## config.mk

```make
export PLATFORM = sky130hd
export DESIGN_NAME = mem_arbiter
export DESIGN_NICKNAME = d
export VERILOG_FILES = /design/src/rtl/mem_arb_pkg.sv /design/src/rtl/mem_arb_watchdog.sv /design/src/rtl/mem_arbiter.sv
export SDC_FILE = /design/constraint.sdc
export NUM_CORES = 1
export LEC_CHECK = 0
export CAP_MARGIN = 0
export CORE_AREA = 8 8 115 117
export DETAILED_ROUTE_END_ITERATION = 8
export DIE_AREA = 0 0 123 125
export HOLD_SLACK_MARGIN = 0.03
export PLACE_DENSITY = 0.66
export SETUP_SLACK_MARGIN = 0.1
export SKIP_CTS_REPAIR_TIMING = 1
export SLEW_MARGIN = 30
export SYNTH_ARGS = -nofsm -noshare
export SYNTH_HDL_FRONTEND = slang
export SYNTH_HIERARCHICAL = 1
export SYNTH_SLANG_ARGS = --single-unit
```

## constraint.sdc

```tcl
create_clock -name clk -period 1.9 [get_ports clk]
set_input_delay 0.38 -clock clk [delete_from_list [all_inputs] [get_ports clk]]
set_output_delay 0.38 -clock clk [all_outputs]
set_load 0.1 [all_outputs]
```

## src/rtl/mem_arb_pkg.sv

```systemverilog
// mem_arb_pkg: shared types and constants for the two-master bus arbiter.
//   arb_state_e       - arbiter FSM state encoding
//   ARB_TIMEOUT_RDATA - read data returned to the owner when the watchdog aborts
//   ARB_CNT_W         - width of the watchdog BUSY-cycle counter
package mem_arb_pkg;

    typedef enum logic {
        ARB_IDLE = 1'b0,
        ARB_BUSY = 1'b1
    } arb_state_e;

    localparam logic [31:0] ARB_TIMEOUT_RDATA = 32'hDEAD_BEEF;
    localparam int          ARB_CNT_W         = 16;

endpackage

```

## src/rtl/mem_arb_watchdog.sv

```systemverilog
// mem_arb_watchdog: counts BUSY cycles of the current grant and flags when the
// count reaches TIMEOUT. Only built when MEM_ARB_TIMEOUT_EN is defined.
// Ports:
//   clk, reset - system clock, asynchronous active-high reset
//   start      - a grant is being issued this cycle (clears the count)
//   active     - arbiter is in BUSY this cycle (count advances)
//   fire       - BUSY and the count equals TIMEOUT
module mem_arb_watchdog
    import mem_arb_pkg::*;
#(
    parameter int TIMEOUT = 255
) (
    input  logic clk,
    input  logic reset,
    input  logic start,
    input  logic active,
    output logic fire
);

    logic [ARB_CNT_W-1:0] cnt_q;
    logic [ARB_CNT_W-1:0] cnt_d;

    // The count is 0 in the first BUSY cycle, so fire lands after TIMEOUT
    // full BUSY cycles have gone by without a slave response.
    always_comb begin
        cnt_d = cnt_q;
        if (start) begin
            cnt_d = '0;
        end else if (active) begin
            cnt_d = cnt_q + 1'b1;
        end
    end

    always_ff @(posedge clk or posedge reset) begin
        if (reset) begin
            cnt_q <= '0;
        end else begin
            cnt_q <= cnt_d;
        end
    end

    assign fire = active && (cnt_q == ARB_CNT_W'(TIMEOUT));

endmodule

```

## src/rtl/mem_arbiter.sv

```systemverilog
// mem_arbiter: round-robin arbiter between two native-interface masters
// (m0 = CPU core, m1 = loader/DMA) sharing one memory/peripheral bus.
// A grant is held for exactly one valid/ready transaction.
// Optional watchdog: define MEM_ARB_TIMEOUT_EN to abort a transaction after
// TIMEOUT BUSY cycles without s_ready (owner gets ready + 32'hDEAD_BEEF and
// timeout_err pulses). Without it BUSY waits indefinitely, timeout_err = 0.
// Ports:
//   clk, reset                       - clock, asynchronous active-high reset
//   mX_valid/addr/wdata/wstrb        - master requests (wstrb == 0 is a read)
//   mX_ready/rdata                   - completion back to each master
//   s_valid/addr/wdata/wstrb         - request to the bus, muxed from owner
//   s_ready/rdata                    - slave completion and read data
//   busy                             - registered: a grant is held
//   timeout_err                      - one-cycle pulse on watchdog abort
module mem_arbiter
    import mem_arb_pkg::*;
#(
    parameter int ADDR_W  = 32,
    parameter int DATA_W  = 32,
    parameter int TIMEOUT = 255
) (
    input  logic                clk,
    input  logic                reset,

    input  logic                m0_valid,
    input  logic [ADDR_W-1:0]   m0_addr,
    input  logic [DATA_W-1:0]   m0_wdata,
    input  logic [DATA_W/8-1:0] m0_wstrb,
    output logic                m0_ready,
    output logic [DATA_W-1:0]   m0_rdata,

    input  logic                m1_valid,
    input  logic [ADDR_W-1:0]   m1_addr,
    input  logic [DATA_W-1:0]   m1_wdata,
    input  logic [DATA_W/8-1:0] m1_wstrb,
    output logic                m1_ready,
    output logic [DATA_W-1:0]   m1_rdata,

    output logic                s_valid,
    output logic [ADDR_W-1:0]   s_addr,
    output logic [DATA_W-1:0]   s_wdata,
    output logic [DATA_W/8-1:0] s_wstrb,
    input  logic                s_ready,
    input  logic [DATA_W-1:0]   s_rdata,

    output logic                busy,
    output logic                timeout_err
);

    arb_state_e  state_q, state_d;
    logic        owner_q, owner_d;
    logic        last_q,  last_d;
    logic        busy_q,  busy_d;

    logic              owner_valid;
    logic              ready_int;
    logic [DATA_W-1:0] rdata_int;

`ifdef MEM_ARB_TIMEOUT_EN
    logic wd_start;
    logic wd_fire;

    assign wd_start = (state_q == ARB_IDLE) && (m0_valid || m1_valid);

    mem_arb_watchdog #(
        .TIMEOUT (TIMEOUT)
    ) u_watchdog (
        .clk    (clk),
        .reset  (reset),
        .start  (wd_start),
        .active (state_q == ARB_BUSY),
        .fire   (wd_fire)
    );
`else
    logic [15:0] unused_timeout;
    assign unused_timeout = 16'(TIMEOUT);
`endif

    assign owner_valid = owner_q ? m1_valid : m0_valid;

    always_comb begin
        state_d     = state_q;
        owner_d     = owner_q;
        last_d      = last_q;
        s_valid     = 1'b0;
        s_addr      = '0;
        s_wdata     = '0;
        s_wstrb     = '0;
        m0_ready    = 1'b0;
        m1_ready    = 1'b0;
        m0_rdata    = '0;
        m1_rdata    = '0;
        ready_int   = 1'b0;
        rdata_int   = '0;
        timeout_err = 1'b0;

        case (state_q)
            ARB_IDLE: begin
                if (m0_valid || m1_valid) begin
                    // On a tie the master that did not complete last wins.
                    owner_d = (m0_valid && m1_valid) ? ~last_q : m1_valid;
                    state_d = ARB_BUSY;
                end
            end

            ARB_BUSY: begin
                s_valid   = 1'b1;
                s_addr    = owner_q ? m1_addr  : m0_addr;
                s_wdata   = owner_q ? m1_wdata : m0_wdata;
                s_wstrb   = owner_q ? m1_wstrb : m0_wstrb;
                rdata_int = s_rdata;

                if (!owner_valid) begin
                    // Owner abandoned its request: release without a
                    // ready and without moving the round-robin pointer.
                    state_d = ARB_IDLE;
                end else if (s_ready) begin
                    ready_int = 1'b1;
                    state_d   = ARB_IDLE;
                    last_d    = owner_q;
`ifdef MEM_ARB_TIMEOUT_EN
                end else if (wd_fire) begin
                    ready_int   = 1'b1;
                    rdata_int   = DATA_W'(ARB_TIMEOUT_RDATA);
                    timeout_err = 1'b1;
                    state_d     = ARB_IDLE;
                    last_d      = owner_q;
`endif
                end

                if (owner_q) begin
                    m1_ready = ready_int;
                    m1_rdata = rdata_int;
                end else begin
                    m0_ready = ready_int;
                    m0_rdata = rdata_int;
                end
            end

            default: begin
                state_d = ARB_IDLE;
            end
        endcase

        busy_d = (state_d == ARB_BUSY);
    end

    always_ff @(posedge clk or posedge reset) begin
        if (reset) begin
            state_q <= ARB_IDLE;
            owner_q <= 1'b0;
            last_q  <= 1'b1;
            busy_q  <= 1'b0;
        end else begin
            state_q <= state_d;
            owner_q <= owner_d;
            last_q  <= last_d;
            busy_q  <= busy_d;
        end
    end

    assign busy = busy_q;

endmodule

```

Yosys cells after proc, flatten, opt, wreduce, memory -nomap -nowiden --
Index checks and enable logic that the tools add are counted.
Storage, ports and cells: register bits 3, bits in latches 0, RAM bits 0, memory bits (read-only) 0, input port bits 173, output and inout bits 137, logic and storage cells 32, memories kept 0
Cells by class: add/subtract/negate cells 0, multiply operators 0, div/mod/pow operators 0, $lt $le $gt $ge 0, equal/unequal tests 0, shift-type cells 0, muxes and demuxes 23, bitwise operators 2, reductions and logical operators 4
Operators with widths (count):
- $mux W32 | 8
- $mux W1 | 12
- $mux W4 | 2
- $reduce_and A3 Y1 | 1
- $not A1 Y1 | 2
- $pmux W1 S2 | 1
- $reduce_and A2 Y1 | 1
- $logic_and A1 B1 Y1 | 1
- $logic_or A1 B1 Y1 | 1

Longest topological paths before layout --
Gate-level depths: netlist (run 1).
word-level depth 4, mapped depth 5, gate-level depth less buffers 2

Worst setup path after synthesis (run 1) --
No wires, ideal clock.
kind register to output, from reg, netlist name busy, to out s_wdata[24], data arrival time 2736 ps, slack -1216 ps, stages on the path, launching flop included 5, path buffers 2, path through dfrtp_1 > inv_2 > buf_2 > buf_2 > nor2_1
RTL lines:
- end: declaration | line mem_arbiter.sv:41 | output logic [DATA_W-1:0] s_wdata,

Final worst setup path (run 1) --
from reg owner_q, to out m0_rdata[24]
On the way: longest elaborated chain between the ends 2
Ends and longest elaborated chain:
- start: declaration | line mem_arbiter.sv:51 | logic owner_q, owner_d;
- start signal: assignment | line mem_arbiter.sv:156 | owner_q <= owner_d;
- $mux W32 | line mem_arbiter.sv:131 | if (owner_q) begin
- $mux W32 | line mem_arbiter.sv:97 | case (state_q)
- end: declaration | line mem_arbiter.sv:30 | output logic [DATA_W-1:0] m0_rdata,
Every way passes these cells.

==> results of run 1 <==
[power by group]
| part | switching (W) | internal (W) | total [W] |
|---|---|---|---|
| Combinational | 0.00766 | 0.00509 | 0.0128 |
| Sequential | 0.0000350 | 0.000104 | 0.000139 |
| Clock | 0.0000537 | 0.000277 | 0.000330 |
| Total | 0.00775 | 0.00547 | 0.0132 |
[worst register-to-register path, cell delays in order (launching register included)]
cell	delay, ns
dfrtp_4	0.49
buf_8	0.14
buf_12	0.13
buf_4	0.13
buf_4	0.13
mux2i_1	0.13
o22ai_1	0.11
[worst max-delay path by stage]
stage,endpoint,slack [ns],depth (start not counted)
4_1_cts,s_wstrb[1],-0.14,4
6_report,m0_rdata[24],-0.08,5
3_5_place_dp,s_wstrb[1],0.1,4
5_1_grt,m0_rdata[26],-0.13,5
2_1_floorplan,m1_rdata[17],-0.09,3
3_3_place_gp,s_addr[10],0.13,4
[routing by layer]
metal / GRT usage / share of wire / vias to the layer above
met3: 0.0581 / 0.093 / 14
met4: 0.0276 / 0.015 / 0
met2: 0.319 / 0.54 / 182
li1: - / - / 1461
met1: 0.157 / 0.35 / 1431
met5: 0 / 0 / -
[kinds of logic (layout without fill, tap and decap cells)]
group / Yosys count / count (layout) / synth area share
AND/OR/NAND/NOR: 140 / 140 / 0.416
multiplexers: 69 / 69 / 0.404
buffers and inverters: 30 / 346 / 0.119
AO/OA/AOI/OAI: 3 / 3 / 0.0132
flip-flops: 3 / 3 / 0.0447
other: 1 / 1 / 0.00220
[flip-flops by register name, summed over array words and instances (netlist names)]
register,flops
busy,1
owner_q,1
last_q,1
[per-stage QoR]
stage	setup TNS, ns	instances	worst slack [ns]	area [um^2]
floorplan	-2.32	246	-0.0935	2470
CTS	-8.30	692	-0.139	7140
global route	-6.84	709	-0.128	7900
global placement	0	688	0.134	7060
finish	-2.74	709	-0.0767	7900
detailed placement	0	688	0.0978	7060
[area by class of cell]
type | instances | share of cell area
clock buffers | 4 | 0.00997
inverters | 2 | 0.00253
multi-input cells | 213 | 0.317
flip-flops and latches | 3 | 0.0106
well taps | 147 | 0.0233
repair buffers | 340 | 0.636
[layout by cell type, fill, tap and decap left out, types with 3 or more instances in the layout]
master,synthesis,layout
and2_4,0,32
and3_2,0,11
and3_4,0,21
buf_12,3,143
buf_16,0,5
buf_4,6,7
buf_6,0,3
buf_8,1,3
clkbuf_16,0,10
clkdlybuf4s50_1,0,172
mux2i_2,0,55
mux2i_4,0,13
nor2_4,0,68
==> metrics, run 1 <==
worst hold slack=roughly 0.35 ns; Yosys cell types=24; WS Path Type=reg2out; max_cap viols=0; drt total wl=14500 um; Commonest cells post-synth=nor2_1, mux2i_1, and2_1, and3_1, clkbuf_1; Hold Violations, Final=0; Inserted Clock Buffers=3; Post-synth EDFFs=0; layout cells sized above 1=0.673; Synth Cell Area=between 0.0015 and 0.002 mm^2; Util after Layout=0.681; nets=736; DR vias=3088; CP max stage cell=dfrtp_4; initial core utilization=0.147; worst-skew pair later-pin latency=~0.22 ns; final setup margin=-0.0767 ns; mean post-synth cell area=6.94 um^2; top-count cell post-synth=nor2_1; Die Wd=123 um; worst ir drop on vdd=0.00107 V; Post-Syn Nets=419; r2r setup slk=0.52 ns; All-Layer GR Usage=0.162; CTS Root Cell=clkbuf_16; first-pass GRT wire length=between 15000 and 20000 um; H-tree levels=1; row cnt=40; remaining antenna violation count=0; PortBufs=308; Critical Path AT=1.60 ns; post-synth top area share=0.404; area of the multi-input gates=0.00251 mm^2; Fill cells=around 800; DRC=0; failing checks=setup timing; vias in the first global route=3256; Via-to-Cell Ratio=4.36; Die Y=125 um; status=finished with violations; Max Clk Rate=roughly 0.51 GHz; worst path cell trace=buf_8 -> nor2b_4 -> clkbuf_16 -> and2_4 -> buf_12; CP max stage delay=0.49 ns; Iter 0 DRT Violations=102; largest net degree at the start of global routing=33; cell taking the most area after synthesis=mux2i_1; Avg WL per Cell=20.5 um; Setup-failing EPs final=87; register area share after synthesis=0.0447; crit-path max FO=16; Reg2Reg Depth=6; Setup crit end kind=primary output; CP Buf/Inv Count=3; GPL Wtd Cong=0.784; Top FF cell, synth=dfrtp_1; Largest delay share family, worst path=buffers and inverters; #FFs+latches synth=3; Async SR Flop Fraction=1.00; Warnings, synthesis=6; die area=0.0154 mm^2; Tot Pwr=0.0132 W; top cells by area, synth=mux2i_1, nor2_1, and2_1, and3_1, buf_12; Post-DP HPWL=12000 um; Final Skew=0.00445 ns; Synth Instances=246; Final min period=1.98 ns; clk buf depth=2; reg2reg end=busy; Hold Path Class=in2async; num ports=310; unrepaired setup endpoints after global routing=true; iteration count of the initial detailed-routing pass=4; Final Max Tran Viols=0; area delta synth->final=363%; core area=0.0116 mm^2; worst path required time=between 1.5 and 2 ns; Startpoint Class=register; crit path from=owner_q; Reg2Reg Launch Point=owner_q; CTS tree=yes; Final period util=1.04; Leak=roughly 3 nW; CTS Sinks=3; global route overflow=0; register area=83.8 um^2; diodes inserted=0; initial antenna violation count=0; Clock transition at path regs=about 0.030 ns; Cell Pwr Density=1670 mW/mm^2
Power figures use the tool's default switching activity.
==> inputs of run 2 (changes only) <==
--- a/config.mk
+++ b/config.mk
@@ -5,6 +5,7 @@
 export SDC_FILE = /design/constraint.sdc
 export NUM_CORES = 1
 export LEC_CHECK = 0
+export ABC_CLOCK_PERIOD_IN_PS = 1900
 export CAP_MARGIN = 0
 export CORE_AREA = 8 8 115 117
 export DETAILED_ROUTE_END_ITERATION = 8
==> results of run 2 <==
No change in the layout: final DEF, timing and power equal those of run 1.
